--- src/rtl/game_ctrl.sv ---
// Pong match sequencer: serve/play/point/game-over on the game tick, paddle hit/miss at the edge columns, scoring.
// All outputs registered; changes appear one clk after the qualifying tick or serve-button press.
module game_ctrl #(
    parameter int BASE_SPEED  = 4,
    parameter int MAX_SPEED   = 15,
    parameter int PADDLE_LEN  = 4,
    parameter int SERVE_TICKS = 500,
    parameter int POINT_TICKS = 1000,
    parameter int WIN_SCORE   = 9
) (
    input  logic       clk,
    input  logic       reset,
    input  logic       tick,
    input  logic       btn_serve,
    input  logic [3:0] ball_x,
    input  logic [3:0] ball_y,
    input  logic [3:0] paddle_l,
    input  logic [3:0] paddle_r,
    output logic       ball_reset,
    output logic [4:0] ball_speed,
    output logic [3:0] score_l,
    output logic [3:0] score_r,
    output logic [2:0] state,
    output logic       winner,
    output logic       hit
);

    localparam logic [2:0] S_IDLE     = 3'd0;
    localparam logic [2:0] S_SERVE    = 3'd1;
    localparam logic [2:0] S_PLAY     = 3'd2;
    localparam logic [2:0] S_POINT    = 3'd3;
    localparam logic [2:0] S_GAMEOVER = 3'd4;

    localparam int CMAX = (SERVE_TICKS > POINT_TICKS) ? SERVE_TICKS : POINT_TICKS;
    localparam int CW   = $clog2(CMAX + 1);
    localparam logic [CW-1:0] SERVE_LAST = CW'(SERVE_TICKS - 1);
    localparam logic [CW-1:0] POINT_LAST = CW'(POINT_TICKS - 1);
    localparam logic [4:0] SPD_POS = 5'(BASE_SPEED);
    localparam logic [4:0] SPD_NEG = ~SPD_POS + 5'd1;
    localparam logic [4:0] MAX5    = 5'(MAX_SPEED);
    localparam logic [4:0] LEN_M1  = 5'(PADDLE_LEN - 1);
    localparam logic [3:0] WIN4    = 4'(WIN_SCORE);

    logic [2:0]    r_state;
    logic          r_ball_reset;
    logic [4:0]    r_speed;
    logic [3:0]    r_score_l;
    logic [3:0]    r_score_r;
    logic          r_winner;
    logic          r_hit;
    logic          r_btn_prev;
    logic [CW-1:0] r_cnt;

    logic       w_press;
    logic [4:0] w_mag;
    logic [4:0] w_mag_inc;
    logic [4:0] w_mag_new;
    logic [4:0] w_spd_hit;
    logic       w_at_left;
    logic       w_at_right;
    logic [4:0] w_pad_lo;
    logic [4:0] w_pad_hi;
    logic [4:0] w_y;
    logic       w_in_pad;

    assign w_press    = btn_serve & ~r_btn_prev;
    assign w_mag      = r_speed[4] ? (~r_speed + 5'd1) : r_speed;
    assign w_mag_inc  = w_mag + 5'd1;
    assign w_mag_new  = (w_mag_inc > MAX5) ? MAX5 : w_mag_inc;
    assign w_spd_hit  = r_speed[4] ? w_mag_new : (~w_mag_new + 5'd1);
    assign w_at_left  = (ball_x == 4'd0) && r_speed[4];
    assign w_at_right = (ball_x == 4'd15) && !r_speed[4] && (r_speed != 5'd0);
    // Paddle span is 5 bits wide so a paddle near the bottom row extends past 15 instead of wrapping to the top.
    assign w_pad_lo   = {1'b0, (w_at_left ? paddle_l : paddle_r)};
    assign w_pad_hi   = w_pad_lo + LEN_M1;
    assign w_y        = {1'b0, ball_y};
    assign w_in_pad   = (w_y >= w_pad_lo) && (w_y <= w_pad_hi);

    always_ff @(posedge clk or negedge reset) begin
        if (!reset) begin
            r_state      <= S_IDLE;
            r_ball_reset <= 1'b1;
            r_speed      <= SPD_POS;
            r_score_l    <= 4'd0;
            r_score_r    <= 4'd0;
            r_winner     <= 1'b0;
            r_hit        <= 1'b0;
            r_btn_prev   <= 1'b0;
            r_cnt        <= '0;
        end else begin
            r_btn_prev <= btn_serve;
            r_hit      <= 1'b0;
            case (r_state)
                S_IDLE, S_GAMEOVER: begin
                    if (w_press) begin
                        r_state   <= S_SERVE;
                        r_score_l <= 4'd0;
                        r_score_r <= 4'd0;
                        r_speed   <= SPD_POS;
                        r_cnt     <= '0;
                    end
                end
                S_SERVE: begin
                    if (tick) begin
                        if (r_cnt == SERVE_LAST) begin
                            r_state      <= S_PLAY;
                            r_ball_reset <= 1'b0;
                            r_cnt        <= '0;
                        end else begin
                            r_cnt <= r_cnt + 1'b1;
                        end
                    end
                end
                S_PLAY: begin
                    // Only the edge the ball is moving toward is checked, so a reversed ball cannot retrigger.
                    if (tick && (w_at_left || w_at_right)) begin
                        if (w_in_pad) begin
                            r_speed <= w_spd_hit;
                            r_hit   <= 1'b1;
                        end else begin
                            r_state      <= S_POINT;
                            r_ball_reset <= 1'b1;
                            r_cnt        <= '0;
                            if (w_at_left) begin
                                r_score_r <= r_score_r + 4'd1;
                                r_speed   <= SPD_NEG;
                            end else begin
                                r_score_l <= r_score_l + 4'd1;
                                r_speed   <= SPD_POS;
                            end
                        end
                    end
                end
                S_POINT: begin
                    if (tick) begin
                        if (r_cnt == POINT_LAST) begin
                            r_cnt <= '0;
                            if (r_score_l == WIN4 || r_score_r == WIN4) begin
                                r_state  <= S_GAMEOVER;
                                r_winner <= (r_score_r == WIN4);
                            end else begin
                                r_state <= S_SERVE;
                            end
                        end else begin
                            r_cnt <= r_cnt + 1'b1;
                        end
                    end
                end
                default: begin
                    r_state      <= S_IDLE;
                    r_ball_reset <= 1'b1;
                end
            endcase
        end
    end

    assign state      = r_state;
    assign ball_reset = r_ball_reset;
    assign ball_speed = r_speed;
    assign score_l    = r_score_l;
    assign score_r    = r_score_r;
    assign winner     = r_winner;
    assign hit        = r_hit;

endmodule

--- config.mk ---
export PLATFORM = sky130hd
export DESIGN_NAME = game_ctrl
export DESIGN_NICKNAME = d
export VERILOG_FILES = /design/src/rtl/game_ctrl.sv
export SDC_FILE = /design/constraint.sdc
export NUM_CORES = 1
export LEC_CHECK = 0
export ABC_AREA = 1
export CELL_PAD_IN_SITES_DETAIL_PLACEMENT = 0
export CELL_PAD_IN_SITES_GLOBAL_PLACEMENT = 1
export CORE_MARGIN = 3
export CORE_UTILIZATION = 30
export CTS_BUF_LIST = sky130_fd_sc_hd__clkbuf_2
export CTS_CLUSTER_SIZE = 25
export DETAILED_ROUTE_END_ITERATION = 10
export HOLD_SLACK_MARGIN = 0.02
export PLACE_DENSITY = 0.74
export SETUP_SLACK_MARGIN = 0.3
export SYNTH_ARGS = -nofsm -noshare
export SYNTH_HDL_FRONTEND = slang
export SYNTH_SLANG_ARGS = --single-unit
--- constraint.sdc ---
create_clock -name clk -period 3 [get_ports clk]
set_input_delay 0.75 -clock clk [delete_from_list [all_inputs] [get_ports clk]]
set_output_delay 0.75 -clock clk [all_outputs]
set_load 0.02 [all_outputs]
==> reports/qor.log, run 1 <==
INFO  die            design.core.area=7767um^2
INFO  cts            cts_sinks=30
INFO  synth          postSynth.topFlopCell=sky130_fd_sc_hd__dfrtp_1
INFO  sta            worst_slew_pin_slew=0.4255ns
INFO  die            die-area=9166um^2
INFO  worst_setup_path critical_path_arrival=2.93ns
INFO  placement      dp_slack=-0.4314ns
INFO  power          p_leak=1.601nW
INFO  grt            globalRouteTotalUtil=14.48%
INFO  worst_setup_path worstPathMaxFanout=4
INFO  detailed_routing routed_wire_length_per_instance=11.73um
INFO  detailed_routing drt-total-wl=6122um
INFO  worst_setup_path rrSetupSlack=0.42ns
INFO  die            floorplan.rows=32
INFO  synth          syn-cell-area=2416um^2
INFO  die            floorplan_die_width=95.74um
INFO  die            initial_utilization=31.11%
INFO  sta            hold_violations=0
INFO  synth          count_of_flip_flops_with_a_built_in_enable_after_synthesis=0
INFO  detailed_routing ant_nets=0
INFO  status         outcome=complete, no violations
INFO  cts            post_cts_hold_buffer_count=0
INFO  cts            clock_tree.buffer_depth=2
INFO  final_layout   finish.utilization=42.20%
INFO  detailed_routing detail_route.first_pass.iterations=4
INFO  cts            cts_htree_levels=2
INFO  synth          postSynthRegisterBits=30
INFO  worst_setup_path cp_slowest_stage_delay=0.45ns
INFO  hold_path      min-delay-path-class=register to register
INFO  sta            grt_setup_unrepaired=yes
INFO  sta            setup_violations=0
INFO  synth          synth_seq_area_share=31.18%
INFO  synth          post-synth-top-area-cell=sky130_fd_sc_hd__dfrtp_1
INFO  cts            tritoncts.num_buffers=5
INFO  cts            cts.clk_slew.worst_paths=0.16ns
INFO  synth          synth_top_cell_area_share=29.00%
INFO  synth          postSynthNetCount=388
INFO  worst_setup_path worstPathCellList=clkdlybuf4s50_1 > inv_1 > o21ai_2 > inv_1 > a21oi_2 > xor2_1 > ha_1 > a21oi_2 > o21ai_2 > nand3_2 > nand3_4 > buf_6 > buf_6 > o31ai_2
INFO  sta            fmax=376.3MHz
INFO  die            dieHeight=95.74um
INFO  sta            min_period_over_period=88.59%
INFO  grt            grt-ovfl-total=0
INFO  cts            cell_chosen_for_the_clock_root=sky130_fd_sc_hd__clkbuf_2
INFO  worst_setup_path critical-path-slowest-cell=sky130_fd_sc_hd__clkdlybuf4s50_1
INFO  final_layout   nNetsFinal=456
INFO  grt            antenna_violations_before_repair=0
INFO  synth          syn_warnings=0
INFO  worst_setup_path critPathRequiredTime=3.28ns
INFO  detailed_routing via_count=2411
INFO  grt            grt_first_pass_wirelength=10560um
INFO  synth          postSynthAreaPerCell=6.883um^2
INFO  grt            first_global_vias=2348
INFO  detailed_routing drc=0
INFO  final_layout   share_of_cells_above_drive_strength_1=20.71%
INFO  placement      gp_congestion=0.7963
INFO  placement      place_hpwl=4557um
INFO  grt            largest_net_degree_at_the_start_of_global_routing=31
INFO  synth          netlist_instances=351
INFO  worst_setup_path worst_setup_ep_type=register
INFO  detailed_routing detail_route.iter0.violations=77
INFO  synth          yosys-top-cells-area=sky130_fd_sc_hd__dfrtp_1, sky130_fd_sc_hd__nand2_1, sky130_fd_sc_hd__ha_1
INFO  sta            layout_setup_ws=0.3422ns
INFO  power          cellPowerDensity=270.8nW/um^2
INFO  sta            final-max-slew-violation-count=0
INFO  detailed_routing post_drt_via_cell_ratio=4.619
INFO  sta            slew_headroom=71.53%
INFO  power          vdd.ir_drop.worst=0.1531mV
INFO  worst_setup_path critPathLaunchType=input pin
INFO  final_layout   area_delta_synth_final=35.68%
INFO  final_layout   antenna_cells_inserted=0
INFO  sta            fin_crit=2.658ns
INFO  sta            timing.clock.skew=0.008695ns
INFO  cts            worstSkewPairLatency=0.36ns
INFO  die            floorplan.io_pins=39
INFO  cts            cts_tree=done
INFO  worst_setup_path criticalPathCategory=input pin to register
INFO  synth          post-synth-top-count-cell=sky130_fd_sc_hd__nand2_1
INFO  synth          distinct_cell_type_count_after_synthesis=31
INFO  flow_run       max_cap_violations=0
INFO  synth          yosys-top-cells-count=sky130_fd_sc_hd__nand2_1, sky130_fd_sc_hd__inv_1, sky130_fd_sc_hd__nor2_1
INFO  placement      placement.io_buffers=38
INFO  synth          synth-async-reset-ratio=100.0%
==> per-stage QoR <==
step | instance area (um^2) | setup TNS [ns] | instances | hold WS (ns) | power (mW)
detailed placement | 3050 | -9.401 | 501 | 0.4660 | 0.6787
finish | 3278 | 0 | 522 | 0.4810 | 0.8877
global route | 3278 | 0 | 522 | 0.5164 | 0.9618
floorplan | 2469 | 0 | 351 | 0.4544 | 0.6006
global placement | 3050 | -7.521 | 501 | 0.4683 | 0.6785
CTS | 3196 | 0 | 517 | 0.4951 | 0.8953
==> kinds of logic (layout without fill, tap and decap cells) <==
kind of cell | count (synthesis) | in the layout | share of synthesized area (%)
compound gates | 45 | 45 | 10.36
simple gates | 196 | 197 | 37.44
fa+ha+maj | 17 | 17 | 8.804
flops | 30 | 30 | 31.18
buf+inv | 53 | 121 | 8.596
xor+xnor | 10 | 10 | 3.625
==> path summary, 6_finish.rpt <==
check | startpoint | endpoint | cells past startpoint
max reg2reg | ball_speed[4] | ball_speed[0] | 16
min | ball_reset | ball_reset | 2
max in group asynchronous | reset | ball_speed[2] | 2
max | paddle_l[2] | ball_speed[0] | 14
min reg2reg | ball_reset | ball_reset | 2
min in group asynchronous | reset | r_cnt[8] | 2
==> final cells by class <==
cell class,instances,area [um^2]
tap,102,127.6
clock buffer,5,25.02
timing repair buffer,62,561.8
fill,810,4489
sequential,30,754.5
clock inverter,3,16.27
multi-input combinational,269,1597
inverter,51,196.4
==> state kept, by name, indices dropped and copies added (netlist names) <==
name        count
r_cnt          10
ball_speed      5
score_l         4
score_r         4
state           3
ball_reset      1
hit             1
r_btn_prev      1
winner          1
==> where the power goes <==
| part | total (mW) | switching, mW | leakage (nW) | internal (mW) |
|---|---|---|---|---|
| Sequential | 0.461 | 0.0289 | 0.380 | 0.432 |
| Clock | 0.203 | 0.149 | 0.0264 | 0.0532 |
| Combinational | 0.224 | 0.119 | 1.19 | 0.105 |
==> cells in the final DEF (no fill, tap or decap), types with 7 or more instances in the layout <==
master	Yosys	final
sky130_fd_sc_hd__nor2_1	38	36
sky130_fd_sc_hd__nand4_1	7	7
sky130_fd_sc_hd__dfrtp_1	28	27
sky130_fd_sc_hd__clkbuf_2	0	8
sky130_fd_sc_hd__nand3_1	24	22
sky130_fd_sc_hd__nand2_2	2	8
sky130_fd_sc_hd__clkdlybuf4s50_1	0	33
sky130_fd_sc_hd__ha_1	17	15
sky130_fd_sc_hd__xor2_1	9	9
sky130_fd_sc_hd__nand2_1	101	93
sky130_fd_sc_hd__o21ai_0	15	11
sky130_fd_sc_hd__o21ai_1	14	15
sky130_fd_sc_hd__inv_1	48	44
sky130_fd_sc_hd__buf_4	0	19
==> worst max-delay path: cells and delay by family <==
kind | cells | cell delay (ns)
AOI/OAI and AO/OA | 5 | 0.64
adders and majority gates | 1 | 0.30
xor gates and xnor gates | 1 | 0.20
buffers and inverters | 5 | 0.85
and+or+nand+nor | 2 | 0.18
==> metal layers <==
metal | global-route usage, % | up-vias | part of all wire, %
li1 | - | 1268 | -
met1 | 19.32 | 1111 | 47
met2 | 24.49 | 26 | 49
met3 | 2.580 | 6 | 2.7
met4 | 3.081 | 0 | 0.77
met5 | 0 | - | 0
==> what timing repair did <==
item,in CTS,in global routing
endpoints found under the setup margin,28,27
setup buffers,7,5
pin swaps,10,19
hold endpoints to repair,0,0
gates resized for setup,21,27
gates cloned,1,0
No activity file was read; power rests on OpenSTA's default activity.
==> run 2: changes to the inputs <==
--- a/config.mk
+++ b/config.mk
@@ -14,7 +14,7 @@
 export CTS_CLUSTER_SIZE = 25
 export DETAILED_ROUTE_END_ITERATION = 10
 export HOLD_SLACK_MARGIN = 0.02
-export PLACE_DENSITY = 0.74
+export PLACE_DENSITY_LB_ADDON = 0.1
 export SETUP_SLACK_MARGIN = 0.3
 export SYNTH_ARGS = -nofsm -noshare
 export SYNTH_HDL_FRONTEND = slang
==> run 2 against run 1 <==
Clock power is 4% higher. Via count is 1.4% lower. Final area is 0.92% higher. Clock skew is 0.010 ns higher. Sequential power hardly changed. Die area stayed put. Critical path depth is 3 higher. Total power is 2.2% higher. Sequential share of layout area is 0.21 points lower. Largest power group unchanged.
==> reports/qor.log, run 2 (synthesized netlist as in run 1, its figures left out) <==
INFO  detailed_routing post_drt_via_cell_ratio=4.562
INFO  worst_setup_path criticalPathCategory=input pin to register
INFO  placement      placement.io_buffers=38
INFO  power          power.combinational.fraction=25.9%
INFO  sta            slew_headroom=69.21%
INFO  cts            cts.clk_slew.worst_paths=0.18ns
INFO  sta            setup_total_negative_slack=0ns
INFO  cts            cts_tree=done
INFO  sta            final-max-slew-violation-count=0
INFO  detailed_routing detail_route.iter0.violations=80
INFO  hold_path      min_to=ball_reset
INFO  worst_setup_path worst_setup_ep_type=register
INFO  final_layout   nNetsFinal=455
INFO  power          internal_power=592.1uW
INFO  detailed_routing via_count=2377
INFO  final_layout   most-common-layout-cells=sky130_fd_sc_hd__nand2_1, sky130_fd_sc_hd__inv_1, sky130_fd_sc_hd__nor2_1, sky130_fd_sc_hd__clkdlybuf4s50_1, sky130_fd_sc_hd__dfrtp_1
INFO  worst_setup_path critical_path_arrival=2.94ns
INFO  sta            fin_crit=2.663ns
INFO  cts            cts_htree_levels=2
INFO  worst_setup_path r2r.worst_path.cells=17
INFO  final_layout   final_common_cell=sky130_fd_sc_hd__nand2_1
INFO  final_layout   antenna_cells_inserted=0
INFO  worst_setup_path rr_startpoint=ball_speed[4]
INFO  sta            min_period_over_period=88.77%
INFO  final_layout   area_delta_synth_final=36.92%
INFO  detailed_routing routed_wire_length_per_instance=12.46um
INFO  grt            antenna_violations_before_repair=0
INFO  worst_setup_path timing.critical_path.from=ball_x[3]
INFO  power          cellPowerDensity=274.3nW/um^2
INFO  power          net-switching-power=315.4uW
INFO  sta            worst_slew_pin_slew=0.4617ns
INFO  power          sequentialPowerShare=50.8%
INFO  die            dieHeight=95.74um
INFO  sta            fmax=375.5MHz
INFO  grt            globalRouteTotalUtil=14.68%
INFO  worst_setup_path critPathLaunchType=input pin
INFO  cts            cell_chosen_for_the_clock_root=sky130_fd_sc_hd__clkbuf_2
INFO  detailed_routing ant_nets=0
INFO  worst_setup_path rrSetupSlack=0.40ns
INFO  flow_run       max_cap_violations=0
INFO  placement      place_hpwl=4849um
INFO  cts            worstSkewPairLatency=0.38ns
INFO  worst_setup_path critical_path_buf_inv_count=4
INFO  hold_path      min-delay-path-class=register to register
INFO  sta            grt_setup_unrepaired=yes
INFO  die            floorplan_die_width=95.74um
INFO  cts            clock_tree.buffer_depth=2
INFO  cts            tritoncts.num_buffers=5
INFO  final_layout   largest_register=r_cnt
INFO  placement      gp_congestion=0.7561
INFO  sta            layout_setup_ws=0.3369ns
INFO  placement      placed_instance_area=3050um^2
INFO  power          p_leak=1.589nW
INFO  hold_path      worst_hold_path.num_cells=2
INFO  die            die-area=9166um^2
INFO  worst_setup_path cp_slowest_stage_delay=0.33ns
INFO  die            floorplan.rows=32
INFO  worst_setup_path worstPathMaxFanout=6
INFO  worst_setup_path critPathRequiredTime=3.27ns
INFO  die            initial_utilization=31.11%
INFO  placement      dp_slack=-0.4221ns
INFO  grt            groute.layer.met3.usage=2.580%
INFO  grt            first_global_vias=2276
INFO  grt            grt_first_pass_wirelength=10540um
INFO  sta            setup_violations=0
INFO  grt            use_met2=24.84%
INFO  detailed_routing drt-total-wl=6490um
INFO  grt            grt_use_met1=19.54%
INFO  sta            hold_violations=0
INFO  status         outcome=complete, no violations
INFO  grt            top_usage_layer=met2
INFO  cts            cts_sinks=30
INFO  detailed_routing detail_route.first_pass.iterations=4
INFO  final_layout   nFillCells=835
INFO  die            design.core.area=7767um^2
INFO  power          vdd.ir_drop.worst=0.1380mV
INFO  worst_setup_path r2r-end=r_cnt[1]
INFO  power          power_frac_clock=23.3%
INFO  final_layout   sequential_cell_area=754.5um^2
INFO  final_layout   share_of_cells_above_drive_strength_1=20.76%
INFO  worst_setup_path worstPathCellList=clkdlybuf4s15_1 > inv_2 > nand3_4 > inv_2 > or2_4 > o21ai_4 > a21oi_2 > xor2_1 > ha_1 > nand2_1 > o21ai_2 > nand3_2 > nand3_4 > buf_6 > nand3b_4 > nand2_2 > o21ai_2
INFO  power          sw_frac_of_total=34.75%
INFO  final_layout   area_of_the_multi_input_gates=1633um^2
INFO  hold_path      worstHoldStart=ball_reset
INFO  grt            grt-ovfl-total=0
INFO  final_layout   post-route-cell-area=3308um^2
INFO  sta            timing.clock.skew=0.01891ns
INFO  detailed_routing drc=0
INFO  final_layout   largest_register_ffs=10
INFO  die            floorplan.io_pins=39
INFO  worst_setup_path path_delay_family=simple AND/OR/NAND/NOR gates
INFO  grt            largest_net_degree_at_the_start_of_global_routing=31
INFO  power          finalPower=907.5uW
INFO  worst_setup_path critical-path-slowest-cell=sky130_fd_sc_hd__ha_1
run 2: changes by cell type in the layout (fill, tap and decap cells not counted), sizes merged:
cell | previous run | this run
clkbuf | 8 | 5
clkdlybuf4s15 | 0 | 1
nand3 | 27 | 28
run 2: cell type report:
| cell class | count | area share [%] |
|---|---|---|
| clock buffers | 5 | 0.7564 |
| flip-flops and latches | 30 | 22.81 |
| inverters | 51 | 5.938 |
| well taps | 102 | 3.858 |
| repair buffers | 60 | 16.79 |
| multi-input cells | 270 | 49.36 |
| clock inverters | 3 | 0.4917 |
run 2: what timing repair did:
action | 4_1_cts | 5_1_grt
gates cloned | 1 | 1
pin swaps | 14 | 21
endpoints found under the hold margin | 0 | 0
hold buffers | 0 | 0
setup endpoints to repair | 27 | 27
gates resized for setup | 20 | 37
setup buffers | 4 | 6
run 2: how the worst max path moves through the flow:
stage                    end  slack [ns]  depth (start not counted)
finish              r_cnt[1]        0.34                         17
detailed placement  state[0]       -0.42                         17
global placement    state[1]       -0.34                         17
CTS                 r_cnt[2]        0.30                         15
global route        r_cnt[1]        0.19                         17
floorplan           r_cnt[9]        0.30                         16
run 2: worst min-delay path, cell delays in order (launching register included):
cell and delay, ns:
sky130_fd_sc_hd__dfstp_2 0.41, sky130_fd_sc_hd__nand2_1 0.04, sky130_fd_sc_hd__nand2_1 0.04
run 2: power by group through the flow:
stage	logic, mW	registers (mW)	clock network (mW)
6_report	0.235	0.461	0.212
5_1_grt	0.270	0.466	0.236
4_1_cts	0.219	0.459	0.220
3_5_place_dp	0.213	0.466	0
3_3_place_gp	0.211	0.466	0
2_1_floorplan	0.141	0.459	0
run 2: metal layers:
layer	wire length [um]	part of all wire, %	vias up
li1	-	-	1275
met1	3140	48	1076
met2	3137	48	21
met3	171	2.6	5
met4	41	0.63	0
met5	0	0	-
run 2: stage by stage:
stage               util [%]  hold WS, ns  instances
finish                 42.59       0.4681        521
global route           42.59       0.4949        521
CTS                    40.46       0.4787        514
detailed placement     39.27       0.4554        501
global placement       39.27       0.4542        501
floorplan                  -       0.4544        351
==> RTL edit, RTL diff (settings of run 1) <==
One comparison of `r_cnt` changes from == to >=.
--- a/src/rtl/game_ctrl.sv
+++ b/src/rtl/game_ctrl.sv
@@ -135,3 +135,3 @@
                     if (tick) begin
-                        if (r_cnt == POINT_LAST) begin
+                        if (r_cnt >= POINT_LAST) begin
                             r_cnt <= '0;
Check against the original RTL: no difference found for any inputs over 10 cycles, from zero or initial values and one cycle with reset low; that may be too few to reach the edited logic, so the function may still have changed.
==> RTL edit against run 1 <==
Sequential share of layout area down 0.80 points; area after synthesis up 0.83%; setup slack worse by 0.043 ns; wire length up 2.0%; non-clock buffer count up 6; sequential cell count unchanged; final area up 3.6%; via count up 0.41%.
Power is not compared: it rests on default switching activity, and its combinational part moved more than twofold at a synthesized area within 25%.
==> RTL edit: results (changes against run 1) <==
Reg area=754 sq um (unchanged); Area contributors post-synth=dfrtp_1, nand2_1, ha_1, inv_1, nand3_1; Slowest-stage cell, CP=ha_1; syn_nets=382 (-1.5%); crit-path leading delay family=simple AND/OR/NAND/NOR gates; number of distinct library cells after synthesis=34 (+9.7%); fillers=791 (-2.3%); Clock buf/inv share=1.92% (+0.66 points); Seq area share=22.2% (-0.80 points); WL/cell=12.0 um (+2.4%); sequential element share of the synthesized area=30.9% (-0.26 points); Clock Skews=0.0166 ns (+0.00791 ns); Syn Area/Cell=7.04 sq um (+2.3%); worst r2r src=ball_speed[4]; fin nets=453 (-0.66%); Via density=4.66 (+0.80%); critical path data arrival time=2.99 ns (+0.06 ns); drt pass-1 iters=4 (unchanged); met2 usage=24.6% (+0.12 points); Period minus WS final=2.70 ns (+0.0425 ns); core outline area=7810 sq um (+0.52%); Placed Cells=496 (-1.0%); post_cts resized=41 (+95%); pre-CTS WS=-0.473 ns (-0.0421 ns); Non-clock buffer share=19.0% (+1.9 points); GRT Total Usage=14.6% (+0.079 points); Signal buffers=68 (+9.7%); Post-DP Area=3060 sq um (+0.37%); FF-to-FF path depth=20 (+4); Post-synth top cells=nand2_1, inv_1, nor2_1; comb_multi_in=260 (-3.3%); Critical Path Start=ball_x[1]; GR Layer Usage met3=2.42% (-0.16 points); layout cells sized above 1=25.6% (+4.9 points); run status=complete, no violations; routability cong.=0.846 (+6.2%); met1 usage=19.3% (-0.062 points); CP peak stage delay=0.29 ns (-0.16 ns); reg-to-reg slack, setup=0.34 ns (-0.08 ns); number of global-route vias before repair=2367 (+0.81%); DRT iter0 DRCs=76 (-1.3%); Setup Buffers After CTS=12 (+5); first-pass GRT wire length=10800 um (+2.4%); hpwl dp=4470 um (-2.0%); critical-path maximum fanout=6 (+2); Tightest Pin Transition=0.402 ns (-0.0232 ns); Post-Layout Cell Count=520 (-0.38%)
[RTL edit: where the power goes]
part           switching (mW)  total [mW]  internal (mW)
clock                   0.152       0.290          0.138
combinational           0.915        1.59          0.676
sequential              0.120       0.613          0.493
total                    1.19        2.49           1.31
[RTL edit: worst min path at each step]
stage,depth (start not counted),endpoint,slack (ns)
floorplan,0,ball_speed[0],0.45
global placement,2,ball_reset,0.47
detailed placement,2,winner,0.48
CTS,2,ball_reset,0.50
global route,2,ball_reset,0.53
finish,2,ball_reset,0.50
[RTL edit: cell families after synthesis]
| group | after synthesis | share of synthesized area, % |
|---|---|---|
| simple gates | 184 | 35.1 |
| flops | 30 | 30.9 |
| buf+inv | 56 | 9.81 |
| compound gates | 52 | 13.1 |
| xor+xnor | 8 | 2.88 |
| fa+ha+maj | 16 | 8.22 |
[RTL edit: layer usage]
layer	up-vias	share of wire (%)
met2	38	50
met5	-	0
met1	1119	48
met4	0	0.11
li1	1262	-
met3	2	2.2
